<file path="config.mk">
export PLATFORM = sky130hd
export DESIGN_NAME = issue_ctrl
export DESIGN_NICKNAME = d
export VERILOG_FILES = /design/src/rtl/issue_ctrl_pkg.sv /design/src/rtl/issue_fifo.sv /design/src/rtl/issue_ctrl.sv
export SDC_FILE = /design/constraint.sdc
export NUM_CORES = 1
export LEC_CHECK = 0
export BUFFER_PORTS_ARGS = -buffer_cell sky130_fd_sc_hd__buf_2
export CORE_MARGIN = 2
export CORE_UTILIZATION = 25
export CTS_CLUSTER_SIZE = 40
export DETAILED_ROUTE_END_ITERATION = 16
export PLACE_DENSITY = 0.39
export REMOVE_ABC_BUFFERS = 1
export SYNTH_ARGS = -nofsm -noshare
export SYNTH_HDL_FRONTEND = slang
export SYNTH_HIERARCHICAL = 1
export SYNTH_SLANG_ARGS = --single-unit
</file>
<file path="constraint.sdc">
create_clock -name clk_in -period 19.3 [get_ports clk_in]
set_clock_uncertainty 0.2 [all_clocks]
set_input_delay 4.825 -clock clk_in [delete_from_list [all_inputs] [get_ports clk_in]]
set_output_delay 4.825 -clock clk_in [all_outputs]
set_load 0.01 [all_outputs]
</file>
<file path="src/rtl/issue_ctrl_pkg.sv">
// Shared codes, defaults and types for the instruction issue controller.
package issue_ctrl_pkg;

  // Decoder unit classes reported for the head instruction.
  localparam logic [1:0] UNIT_RS  = 2'd0;
  localparam logic [1:0] UNIT_LSB = 2'd1;
  localparam logic [1:0] UNIT_ILL = 2'd3;

  // Encoding of the halt instruction (li a0, 255).
  localparam logic [31:0] HALT_INST = 32'h0ff00513;

  // Default instruction buffer geometry.
  localparam int IQ_DEPTH     = 8;
  localparam int IQ_DEPTH_BIT = 3;

  // Issue sequencing states.
  typedef enum logic [1:0] {
    ST_RUN       = 2'd0,
    ST_HALT_WAIT = 2'd1,
    ST_HALTED    = 2'd2
  } issue_state_t;

  // One buffered instruction.
  typedef struct packed {
    logic [31:0] inst;
    logic [31:0] pc;
    logic        pred;
  } iq_entry_t;

  // Only RS and LSB classes allocate anything; everything else is dropped.
  function automatic logic unit_legal(input logic [1:0] unit);
    return (unit == UNIT_RS) || (unit == UNIT_LSB);
  endfunction

endpackage

</file>
<file path="src/rtl/issue_fifo.sv">
// Circular instruction buffer with push, pop, flush and combinational head.
module issue_fifo
  import issue_ctrl_pkg::*;
#(
  parameter int DEPTH     = IQ_DEPTH,
  parameter int DEPTH_BIT = IQ_DEPTH_BIT
) (
  input  logic               clk,
  input  logic               rst,
  input  logic               push,
  input  logic               pop,
  input  logic               flush,
  input  logic [31:0]        wr_inst,
  input  logic [31:0]        wr_pc,
  input  logic               wr_pred,
  output logic [31:0]        head_inst,
  output logic [31:0]        head_pc,
  output logic               head_pred,
  output logic [DEPTH_BIT:0] count
);

  iq_entry_t            mem [DEPTH];
  logic [DEPTH_BIT-1:0] head;
  logic [DEPTH_BIT-1:0] tail;

  // Pointer and occupancy bookkeeping; flush empties the buffer outright.
  always_ff @(posedge clk) begin
    if (rst) begin
      head  <= '0;
      tail  <= '0;
      count <= '0;
    end else if (flush) begin
      head  <= '0;
      tail  <= '0;
      count <= '0;
    end else begin
      if (push) begin
        tail <= tail + 1'b1;
      end
      if (pop) begin
        head <= head + 1'b1;
      end
      case ({push, pop})
        2'b10:   count <= count + 1'b1;
        2'b01:   count <= count - 1'b1;
        default: count <= count;
      endcase
    end
  end

  // Entry storage; contents need no reset since count guards validity.
  always_ff @(posedge clk) begin
    if (push && !rst && !flush) begin
      mem[tail] <= '{inst: wr_inst, pc: wr_pc, pred: wr_pred};
    end
  end

  assign head_inst = mem[head].inst;
  assign head_pc   = mem[head].pc;
  assign head_pred = mem[head].pred;

endmodule

</file>
<file path="src/rtl/issue_ctrl.sv">
// Issue sequencer: buffers fetched instructions, pops the head when the
// target structures can take it, tracks halt and counts stall cycles.
module issue_ctrl
  import issue_ctrl_pkg::*;
#(
  parameter int DEPTH     = IQ_DEPTH,
  parameter int DEPTH_BIT = IQ_DEPTH_BIT,
  parameter int CNT_W     = 32
) (
  input  logic             clk_in,
  input  logic             rst_in,
  input  logic             rdy_in,
  input  logic             if_valid,
  input  logic [31:0]      if_inst,
  input  logic [31:0]      if_pc,
  input  logic             if_pred,
  output logic             if_ready,
  output logic             dec_valid,
  output logic [31:0]      dec_inst,
  output logic [31:0]      dec_pc,
  output logic             dec_guess,
  input  logic [1:0]       dec_unit,
  input  logic             rob_full,
  input  logic             rs_full,
  input  logic             lsb_full,
  output logic             issue_fire,
  input  logic             flush_in,
  input  logic             halt_commit,
  output logic             halted,
  output logic [CNT_W-1:0] stall_cnt
);

  localparam logic [DEPTH_BIT:0] FULL_CNT = (DEPTH_BIT+1)'(DEPTH);

  issue_state_t         state;
  logic [DEPTH_BIT:0]   count;
  logic [31:0]          head_inst;
  logic [31:0]          head_pc;
  logic                 head_pred;
  logic                 push;
  logic                 pop;
  logic                 accept;
  logic                 legal;
  logic                 flush_eff;

  // While rdy_in is low the ROB holds its flush, so it is ignored here.
  assign flush_eff = rdy_in & flush_in;
  assign if_ready  = rdy_in & ~flush_in & (count < FULL_CNT) & (state == ST_RUN);
  assign push      = if_valid & if_ready;
  assign dec_valid = (count != '0) & (state == ST_RUN) & ~flush_in;

  // Head fields read as zero whenever nothing is presented.
  assign dec_inst  = dec_valid ? head_inst : 32'h0;
  assign dec_pc    = dec_valid ? head_pc   : 32'h0;
  assign dec_guess = dec_valid ? head_pred : 1'b0;

  // Decide whether the head's target structures can take it this cycle.
  always_comb begin
    accept = 1'b0;
    legal  = unit_legal(dec_unit);
    case (dec_unit)
      UNIT_RS:  accept = ~rob_full & ~rs_full;
      UNIT_LSB: accept = ~rob_full & ~lsb_full;
      UNIT_ILL: accept = 1'b0;
      default:  accept = 1'b0;
    endcase
  end

  // Illegal heads are popped and discarded without allocating anything.
  assign pop        = dec_valid & rdy_in & (accept | ~legal);
  assign issue_fire = pop & legal;

  issue_fifo #(
    .DEPTH     (DEPTH),
    .DEPTH_BIT (DEPTH_BIT)
  ) u_fifo (
    .clk       (clk_in),
    .rst       (rst_in),
    .push      (push),
    .pop       (pop),
    .flush     (flush_eff),
    .wr_inst   (if_inst),
    .wr_pc     (if_pc),
    .wr_pred   (if_pred),
    .head_inst (head_inst),
    .head_pc   (head_pc),
    .head_pred (head_pred),
    .count     (count)
  );

  // Halt tracking: a halt issue is speculative until the ROB commits it.
  always_ff @(posedge clk_in) begin
    if (rst_in) begin
      state  <= ST_RUN;
      halted <= 1'b0;
    end else if (rdy_in) begin
      case (state)
        ST_RUN: begin
          if (!flush_in && issue_fire && (dec_inst == HALT_INST)) begin
            state <= ST_HALT_WAIT;
          end
        end
        ST_HALT_WAIT: begin
          if (flush_in) begin
            state <= ST_RUN;
          end else if (halt_commit) begin
            state  <= ST_HALTED;
            halted <= 1'b1;
          end
        end
        ST_HALTED: begin
          state  <= ST_HALTED;
          halted <= 1'b1;
        end
        default: begin
          state  <= ST_RUN;
          halted <= 1'b0;
        end
      endcase
    end
  end

  // Saturating count of cycles where a presented head could not issue.
  always_ff @(posedge clk_in) begin
    if (rst_in) begin
      stall_cnt <= '0;
    end else if (rdy_in && dec_valid && !pop && (stall_cnt != {CNT_W{1'b1}})) begin
      stall_cnt <= stall_cnt + 1'b1;
    end
  end

endmodule
</file>
==> out/results.tsv, run 1 <==
metric	value	unit
die_w	304.9	um
synth_area_leaders	edfxtp_1 (69%), mux4_2 (13%), dfxtp_1 (4.2%)	
hold_viol	0	
crit_type	in -> out	
synth_warnings	6	
fin_hold_ws	295.7	ps
post_cts_buffers	0	
overflow	0	
grt_pass1_vias	12108	
synth_edf_count	520	
worstPathRequired	14280	ps
cp_cell_sequence	buf_2, and2b_2, buf_4, and3_2, and2_1, buf_2	
cap_violations	0	
routed_wirelength	57960	um
antenna_found_initial	16	
synthFlopType	edfxtp_1	
first_pass_iters	4	
clock_latency	610	ps
io_pins	177	
place_inst	2452	
gp_congestion	0.7061	
clockBufferDepth	3	
ys_ff_latch	568	
cts_hold_buf	0	
root_buffer	clkbuf_16	
fp.dieArea	0.09294	mm2
leakage	8.817	nW
startpoint_type	input port	
cp-end-kind	primary output	
synth_area	0.02263	mm2
setup_viol	0	
worstPathArrival	6440	ps
grt_use_total	0.1243	
ctsHtreeMaxLevel	3	
path_clk_slew	60	ps
avgViaCountPerCell	4.464	
cts_resized	0	
netlist-cell-type-count	54	
drtAntennaViolNets	0	
instances_no_fill	2573	
rsz0062_at_grt	false	
cp_slowest_cell	buf_4	
cts_tree	yes	
final_max_slew_viol_count	0	
drtIter0Drc	699	
hold_class	reg -> reg	
synth_cells	1140	
wl_per_cell	22.53	um
rows	110	
relSlewSlack	0.3401	
grt_max_degree	95	
initial_utilization	0.2518	
critPathMaxFanout	63	
avgSynthCellArea	19.85	um2
regToRegSetupSlack	13850	ps
port_buffers	176	
die_h	304.9	um
grt_pass1_wl	84210	um
area_delta_synth_final	19.06	%
path_common_cell	buf_2	
num-nets-final	1432	
fin_crit_sh	0.5940	
worstMarginPinSlew	989.9	ps
critPathMaxStageDelay	560	ps
synth_top_cell_by_area	edfxtp_1	
drc	0	
seq_area_frac_synth	0.7325	
power_density	96.00	mW/mm2
drive_above_1_share	0.3689	
fmax	87.23	MHz
netlist.area_leader.share	0.6900	
synth.most_common_cell	edfxtp_1	
final.setup.tns	0	ps
status	completed	
synth_common_cells	edfxtp_1 (520), mux4_2 (130), and3_1 (73), mux2_2 (66), nor2_1 (53)	
cts_sinks	568	
coreArea	0.08987	mm2
cts_inserted_buffers	69	
layout_min_cycle_time	11460	ps
irDropWorstVdd	0.00004921	V
vias	11486	
dp_hpwl	31260	um
async_flop_share	0	
-- area by class of cell --
| cell class | count | area, um2 |
|---|---|---|
| fillers | 8858 | 62930 |
| flip-flops and latches | 568 | 16590 |
| multi-input cells | 504 | 5759 |
| clock buffers | 86 | 1790 |
| well taps | 1176 | 1471 |
| repair buffers | 196 | 1044 |
| clock inverters | 34 | 257.7 |
| inverters | 8 | 30.03 |
| diodes | 1 | 2.502 |
-- placed cells by master, fill, tap and decap left out, types with 8 or more instances in the layout --
| cell | instances |
|---|---|
| buf_4 | 19 |
| mux4_2 | 130 |
| inv_1 | 8 |
| clkinv_1 | 11 |
| nand2_1 | 13 |
| clkbuf_1 | 17 |
| nand3_1 | 20 |
| ha_1 | 9 |
| mux2_2 | 66 |
| dfxtp_1 | 45 |
| xor2_1 | 17 |
| nand4_1 | 14 |
| nor2_1 | 47 |
| and3_1 | 73 |
| buf_2 | 176 |
| clkbuf_16 | 69 |
| xnor2_1 | 19 |
| clkinv_2 | 13 |
| edfxtp_1 | 520 |
-- registers in the layout, summed over array words and instances (netlist names), named ones only --
name / count
halted: 1
stall_cnt: 32
state: 2
u_fifo/count: 4
u_fifo/head: 3
u_fifo/mem: 520
u_fifo/tail: 3
-- logic make-up after synthesis --
| group | count (synthesis) | share of synthesized area |
|---|---|---|
| fa+ha+maj | 9 | 0.004976 |
| mux | 201 | 0.1644 |
| simple gates | 236 | 0.06243 |
| buf+inv | 68 | 0.01554 |
| xor+xnor | 36 | 0.01393 |
| compound gates | 22 | 0.006193 |
| flops | 568 | 0.7325 |
-- worst max-delay path, delay by kind of cell --
kind / cells / cell delay, ps
buffers and inverters: 3 / 810
and+or+nand+nor: 3 / 790
-- stage by stage --
step	power, mW	utilization	instance area (um2)	worst slack [ps]
4_1_cts	2.633	0.2997	26940	7757
3_5_place_dp	1.424	0.2770	24890	7758
2_1_floorplan	1.392	-	22310	7379
6_report	2.586	0.2998	26940	7837
3_3_place_gp	1.422	0.2770	24890	7816
5_1_grt	2.686	0.2997	26940	7692
-- final timing paths --
check	startpoint	to	cells after the start
setup / recovery	flush_in	issue_fire	6
hold / removal	state[1]	state[1]	1
setup reg to reg	flop	state[1]	10
hold reg to reg	state[1]	state[1]	1
-- where the power goes --
part           total, mW  leakage (nW)  switching [mW]  internal [mW]
clock               1.19          1.01           0.512          0.678
sequential          1.35          5.07         0.00136           1.34
combinational     0.0510          2.75          0.0335         0.0175
total               2.59          8.82           0.546           2.04
-- per-layer routing --
metal | routed length (um) | vias to the layer above | track usage
met5 | 145 | - | 0
met4 | 1243 | 22 | 0.03811
met3 | 3241 | 109 | 0.03046
met2 | 27190 | 231 | 0.1970
met1 | 26140 | 6059 | 0.1682
li1 | - | 5065 | -
Note: power is estimated with default switching activity, not from simulation.
==> inputs of run 2 (changes only) <==
--- a/config.mk
+++ b/config.mk
@@ -5,12 +5,13 @@
 export SDC_FILE = /design/constraint.sdc
 export NUM_CORES = 1
 export LEC_CHECK = 0
+export ABC_AREA = 1
 export BUFFER_PORTS_ARGS = -buffer_cell sky130_fd_sc_hd__buf_2
 export CORE_MARGIN = 2
 export CORE_UTILIZATION = 25
 export CTS_CLUSTER_SIZE = 40
 export DETAILED_ROUTE_END_ITERATION = 16
-export PLACE_DENSITY = 0.39
+export PLACE_DENSITY = 0.4
 export REMOVE_ABC_BUFFERS = 1
 export SYNTH_ARGS = -nofsm -noshare
 export SYNTH_HDL_FRONTEND = slang
==> constraint.sdc (replaced) <==
create_clock -name clk_in -period 10.4 [get_ports clk_in]
set_clock_uncertainty 0.2 [all_clocks]
set_input_delay 2.6 -clock clk_in [delete_from_list [all_inputs] [get_ports clk_in]]
set_output_delay 2.6 -clock clk_in [all_outputs]
set_load 0.01 [all_outputs]
==> run 2 against run 1 <==
Effect of this change: non-clock buffer count shrank 3; synthesized cell count increased by 80%; highest routed layer unchanged; critical path depth up 1; largest power group unchanged; largest cell class unchanged; count of clock-buffer cells in the layout up 3; combinational power rose to 4.1 times the previous value.
==> out/results.tsv, run 2 <==
metric	value	unit	change
synth_cells	2054		+80%
use_met2	0.2181		+0.02107
synthFlopType	edfxtp_1		
crit_start	flush_in		
drtAntennaViolNets	0		unchanged
grt_pass1_wl	98660	um	+17%
instances_no_fill	3518		+37%
largest_reg_flops	520		unchanged
worstPathArrival	4360	ps	-2080 ps
grt_max_degree	245		+160%
synth_common_cells	edfxtp_1 (520), nor2_1 (394), nand2_1 (308), o21ai_0 (186), inv_1 (120)		
grtUsageMet3	0.03550		+0.005044
port_buffers	176		unchanged
cts_sinks	568		unchanged
layout_min_cycle_time	7159	ps	
cts_resized	0		unchanged
fin_hold_ws	286.0	ps	-9.706 ps
critPathMaxFanout	66		+4.8%
fill_cells	9713		+9.7%
clock_latency	600	ps	about the same
hold_viol	0		unchanged
synth_fa_ha_area_frac	0.004747		-0.0002291
placed_area	0.02579	mm2	+3.6%
synth_warnings	6		unchanged
wl_per_cell	18.83	um	-16%
grt_pass1_vias	15385		+27%
top_register	u_fifo/mem		
die_w	312.0	um	+2.4%
ys_ff_latch	568		unchanged
gp_congestion	0.7640		+8.2%
antenna_found_initial	21		+5
synthSimpleGateAreaFrac	0.1310		+0.06854
num-nets-final	2296		+60%
relSlewSlack	0.1807		-0.1594
fp.dieArea	0.09737	mm2	+4.8%
drc	0		unchanged
cp-end-kind	primary output		
hold_class	reg -> reg		
path_clk_slew	60	ps	about the same
synth_area	0.02372	mm2	+4.8%
avgViaCountPerCell	4.421		-0.97%
overflow	0		unchanged
setup_viol	0		unchanged
io_pins	177		unchanged
routed_wirelength	66230	um	+14%
worstMarginPinSlew	1229	ps	+239.1 ps
netlist-cell-type-count	42		-22%
cts_tree	yes		
dp_hpwl	36430	um	+17%
rows	112		+1.8%
clockBufferDepth	3		unchanged
leakage	9.822	nW	+11%
fmax	139.7	MHz	
seq_area_frac_synth	0.6988		-0.03373
cap_violations	0		unchanged
grt_use_met1	0.1775		+0.009386
avgSynthCellArea	11.55	um2	-42%
fin_crit_sh	0.6884		
netlist.area_leader.share	0.6583		-0.03177
synth_top_cell_by_area	edfxtp_1		
area_delta_synth_final	17.73	%	
final_common_cell	edfxtp_1		
irDropWorstVdd	0.0001067	V	+120%
yosys.area_share.xor_xnor	0.005169		-0.008764
drtIter0Drc	875		+25%
final_util	0.2983		-0.001445
synth_edf_count	520		unchanged
rsz0062_at_grt	false		
grt.busiest_layer	met2		
final_cell_area	0.02793	mm2	+3.7%
place_inst	3394		+38%
crit_type	in -> out		
muxShareOfSynthArea	0.02743		-0.1370
startpoint_type	input port		
cts_hold_buf	0		unchanged
hp-start	state[1]		
worstPathRequired	7600	ps	-6680 ps
synth_top_family_by_area	simple AND/OR/NAND/NOR gates		
drive_above_1_share	0.1411		-0.2278
power_density	178.7	mW/mm2	+86%
root_buffer	clkbuf_16		
post_cts_buffers	0		unchanged
synth_area_leaders	edfxtp_1 (66%), nor2_1 (6.2%), nand2_1 (4.9%)		
p_total	4.991	mW	+93%
final_max_slew_viol_count	0		unchanged
top_regs	u_fifo/mem x520, stall_cnt x32, u_fifo/count x4		
die_h	312.0	um	+2.4%
final_cell_mix	edfxtp_1 (520), nor2_1 (386), nand2_1 (308), o21ai_0 (186), buf_2 (176)		
synth_compound_area_frac	0.08677		+0.08057
vias	15552		+35%
async_flop_share	0		unchanged
ctsHtreeMaxLevel	3		unchanged
grt_use_total	0.1340		+0.009677
cts_inserted_buffers	69		unchanged
synth.most_common_cell	edfxtp_1		
initial_utilization	0.2534		+0.001619
status	completed		
first_pass_iters	5		+1
coreArea	0.09361	mm2	+4.2%
[run 2: cell count changes after synthesis, moves of 66 or more]
cell	before	now
and3_1	73	1
inv_1	8	120
mux2_2	66	0
mux4_2	130	0
nand2_1	13	308
nor2_1	53	394
o21ai_0	7	186
o21ai_1	0	93
[run 2: cell families (layout without fill, tap and decap cells)]
family | after synthesis | after routing
flops | 568 | 568
compound gates | 389 | 389
fa+ha+maj | 9 | 9
simple gates | 776 | 776
mux | 65 | 65
other cells | 0 | 3
xor+xnor | 14 | 14
buf+inv | 233 | 440
[run 2: critical path: stages]
cell	delay (ps)
buf_2	140
nor2_4	350
nand2_4	580
inv_1	310
nand4_1	150
inv_1	80
buf_2	120
[run 2: final timing paths]
kind                endpoint  slack, ps  depth (start not counted)
setup / recovery  issue_fire       3240                          7
setup reg to reg    state[1]       5380                         16
hold reg to reg     state[1]        290                          2
hold / removal      state[1]        290                          2
[run 2: through the flow]
| step | worst slack, ps | TNS, ps |
|---|---|---|
| after floorplan | -539.4 | -32990 |
| final | 3241 | 0 |
| after global routing | 3045 | 0 |
| after global placement | 3237 | 0 |
| after CTS | 3156 | 0 |
| after detailed placement | 3155 | 0 |
[run 2: routing by layer]
| layer | part of all wire | up-vias | wire (um) |
|---|---|---|---|
| met3 | 0.063 | 94 | 4147 |
| met4 | 0.015 | 20 | 981 |
| met2 | 0.47 | 361 | 31030 |
| met1 | 0.45 | 7578 | 29950 |
| met5 | 0.0019 | - | 124 |
| li1 | - | 7499 | - |
[run 2: layout make-up]
type                            count  area, um2  share of cell area
Clock buffer                       89       1844             0.06604
Inverter                          126      480.5             0.01720
Multi-Input combinational cell   1253       6116              0.2190
Timing Repair Buffer              193       1033             0.03701
Tap cell                         1254       1569             0.05618
Sequential cell                   568      16590              0.5940
Clock inverter                     32      289.0             0.01035
Antenna cell                        3      7.507           0.0002688
[run 2: where the power goes]
group | total [mW] | internal [mW] | switching (mW)
Clock | 2.28 | 1.33 | 0.941
Sequential | 2.51 | 2.50 | 0.00722
Combinational | 0.209 | 0.0613 | 0.147
==> inputs of run 3 (changes only) <==
==> constraint.sdc (replaced) <==
create_clock -name clk_in -period 5.9 [get_ports clk_in]
set_clock_uncertainty 0.2 [all_clocks]
set_input_delay 1.475 -clock clk_in [delete_from_list [all_inputs] [get_ports clk_in]]
set_output_delay 1.475 -clock clk_in [all_outputs]
set_load 0.01 [all_outputs]
==> run 3 against run 2 <==
Effect of this change: worst hold slack better by 1.8 ps; sequential cell count unchanged; register-to-register slack worse by 3200 ps; sequential share of layout area down 0.48 points; cell area increased by 0.82%.
==> out/results.tsv, run 3 (synthesis gave the netlist of run 2 again) <==
metric	value	unit	change
grt_pass1_wl	98480	um	-0.18%
grt_use_met1	0.1790		+0.001480
die_w	312.0	um	unchanged
fp.dieArea	0.09737	mm2	unchanged
fin_hold_ws	287.9	ps	+1.847 ps
regToRegSetupSlack	2160	ps	-3220 ps
cts_sinks	568		unchanged
fin_crit_sh	0.7937		
regArea	0.01659	mm2	unchanged
port_buffers	176		unchanged
leakage	9.947	nW	+1.3%
relSlewSlack	0.3868		+0.2061
cts_inserted_buffers	68		-1.4%
first_pass_iters	5		unchanged
grtUsageMet3	0.02960		-0.005906
antenna_found_initial	21		unchanged
ctsHtreeMaxLevel	3		unchanged
p_total	8.826	mW	+77%
grt_pass1_vias	15578		+1.3%
drtIter0Drc	937		+7.1%
rsz0062_at_grt	false		
top_regs	u_fifo/mem x520, stall_cnt x32, u_fifo/count x4		
grt_use_total	0.1329		-0.001151
final_common_cell	edfxtp_1		
crit_type	reg -> out		
drive_above_1_share	0.1478		+0.006669
grt.busiest_layer	met2		
rows	112		unchanged
irDropWorstVdd	0.0001831	V	+72%
setup_viol	0		unchanged
clock_latency	620	ps	+20 ps
coreArea	0.09361	mm2	unchanged
gp_congestion	0.7731		+1.2%
final_cell_area	0.02816	mm2	+0.82%
use_met2	0.2141		-0.003990
cts_resized	0		unchanged
top_register	u_fifo/mem		
hold_viol	0		unchanged
status	completed		
avgViaCountPerCell	4.407		-0.30%
vias	15562		+0.064%
drc	0		unchanged
power_density	313.5	mW/mm2	+75%
cp-end-kind	primary output		
cap_violations	0		unchanged
num-nets-final	2310		+0.61%
root_buffer	clkbuf_16		
worstMarginPinSlew	919.9	ps	-309.1 ps
fill_cells	9666		-0.48%
initial_utilization	0.2534		unchanged
cts_tree	yes		
grt_max_degree	146		-40%
multi_input_area	0.006116	mm2	unchanged
dp_hpwl	37160	um	+2.0%
clockBufferDepth	3		unchanged
wl_per_cell	18.58	um	-1.3%
layout_min_cycle_time	4683	ps	
placed_area	0.02600	mm2	+0.82%
path_clk_slew	60	ps	about the same
overflow	0		unchanged
final_cell_mix	edfxtp_1 (520), nor2_1 (386), nand2_1 (308), o21ai_0 (186), buf_2 (176)		
hold_class	reg -> reg		
fmax	213.6	MHz	
post_cts_buffers	0		unchanged
worstPathArrival	3010	ps	-1350 ps
worstPathRequired	4220	ps	-3380 ps
die_h	312.0	um	unchanged
critPathMaxFanout	145		+120%
startpoint_type	flop		
final_max_slew_viol_count	0		unchanged
cts_hold_buf	0		unchanged
drtAntennaViolNets	0		unchanged
io_pins	177		unchanged
area_delta_synth_final	18.69	%	
routed_wirelength	65590	um	-0.97%
largest_reg_flops	520		unchanged
## run 3: worst max-delay path: stages (launching register included)
cell     delay (ps)
dfxtp_4         590
buf_12          560
nor2_1          120
nor2_1          110
o21ai_1          70
o21ai_1          90
nand2_1          60
nand2_1         240
inv_1            70
nor2_1          100
buf_2           160
## run 3: layout make-up
class	count	share of cell area
diodes	3	0.0002666
clock buffers	81	0.06292
clock inverters	38	0.01342
inverters	126	0.01706
multi-input cells	1253	0.2172
flip-flops and latches	568	0.5891
well taps	1254	0.05573
repair buffers	208	0.04426
## run 3: stage by stage
step	utilization	instances	setup slack, ps	setup TNS, ps
after floorplan	-	1947	-3914	-264610
after global placement	0.2777	3409	1399	0
after detailed placement	0.2777	3409	1318	0
after CTS	0.3007	3528	1172	0
after global routing	0.3008	3530	954.0	0
final	0.3008	3531	1217	0
## run 3: metal layers
layer,routed length [um],part of all wire,vias to the layer above
li1,-,-,7517
met1,30510,0.47,7590
met2,30440,0.46,323
met3,2983,0.045,114
met4,1568,0.024,18
met5,90,0.0014,-
## run 3: power by group
group | total [mW] | internal, mW | leakage, nW | switching [mW]
sequential | 4.42 | 4.40 | 5.07 | 0.0130
clock | 4.03 | 2.34 | 1.05 | 1.69
combinational | 0.379 | 0.112 | 3.84 | 0.267
total | 8.83 | 6.86 | 9.95 | 1.97
## run 3: worst paths after layout
kind	endpoint	depth (start not counted)	start
worst max register to register	state[0]	15	flop
worst min-delay path	stall_cnt[31]	2	stall_cnt[31]
worst max-delay path	dec_inst[9]	10	flop
worst min register to register	stall_cnt[31]	2	stall_cnt[31]
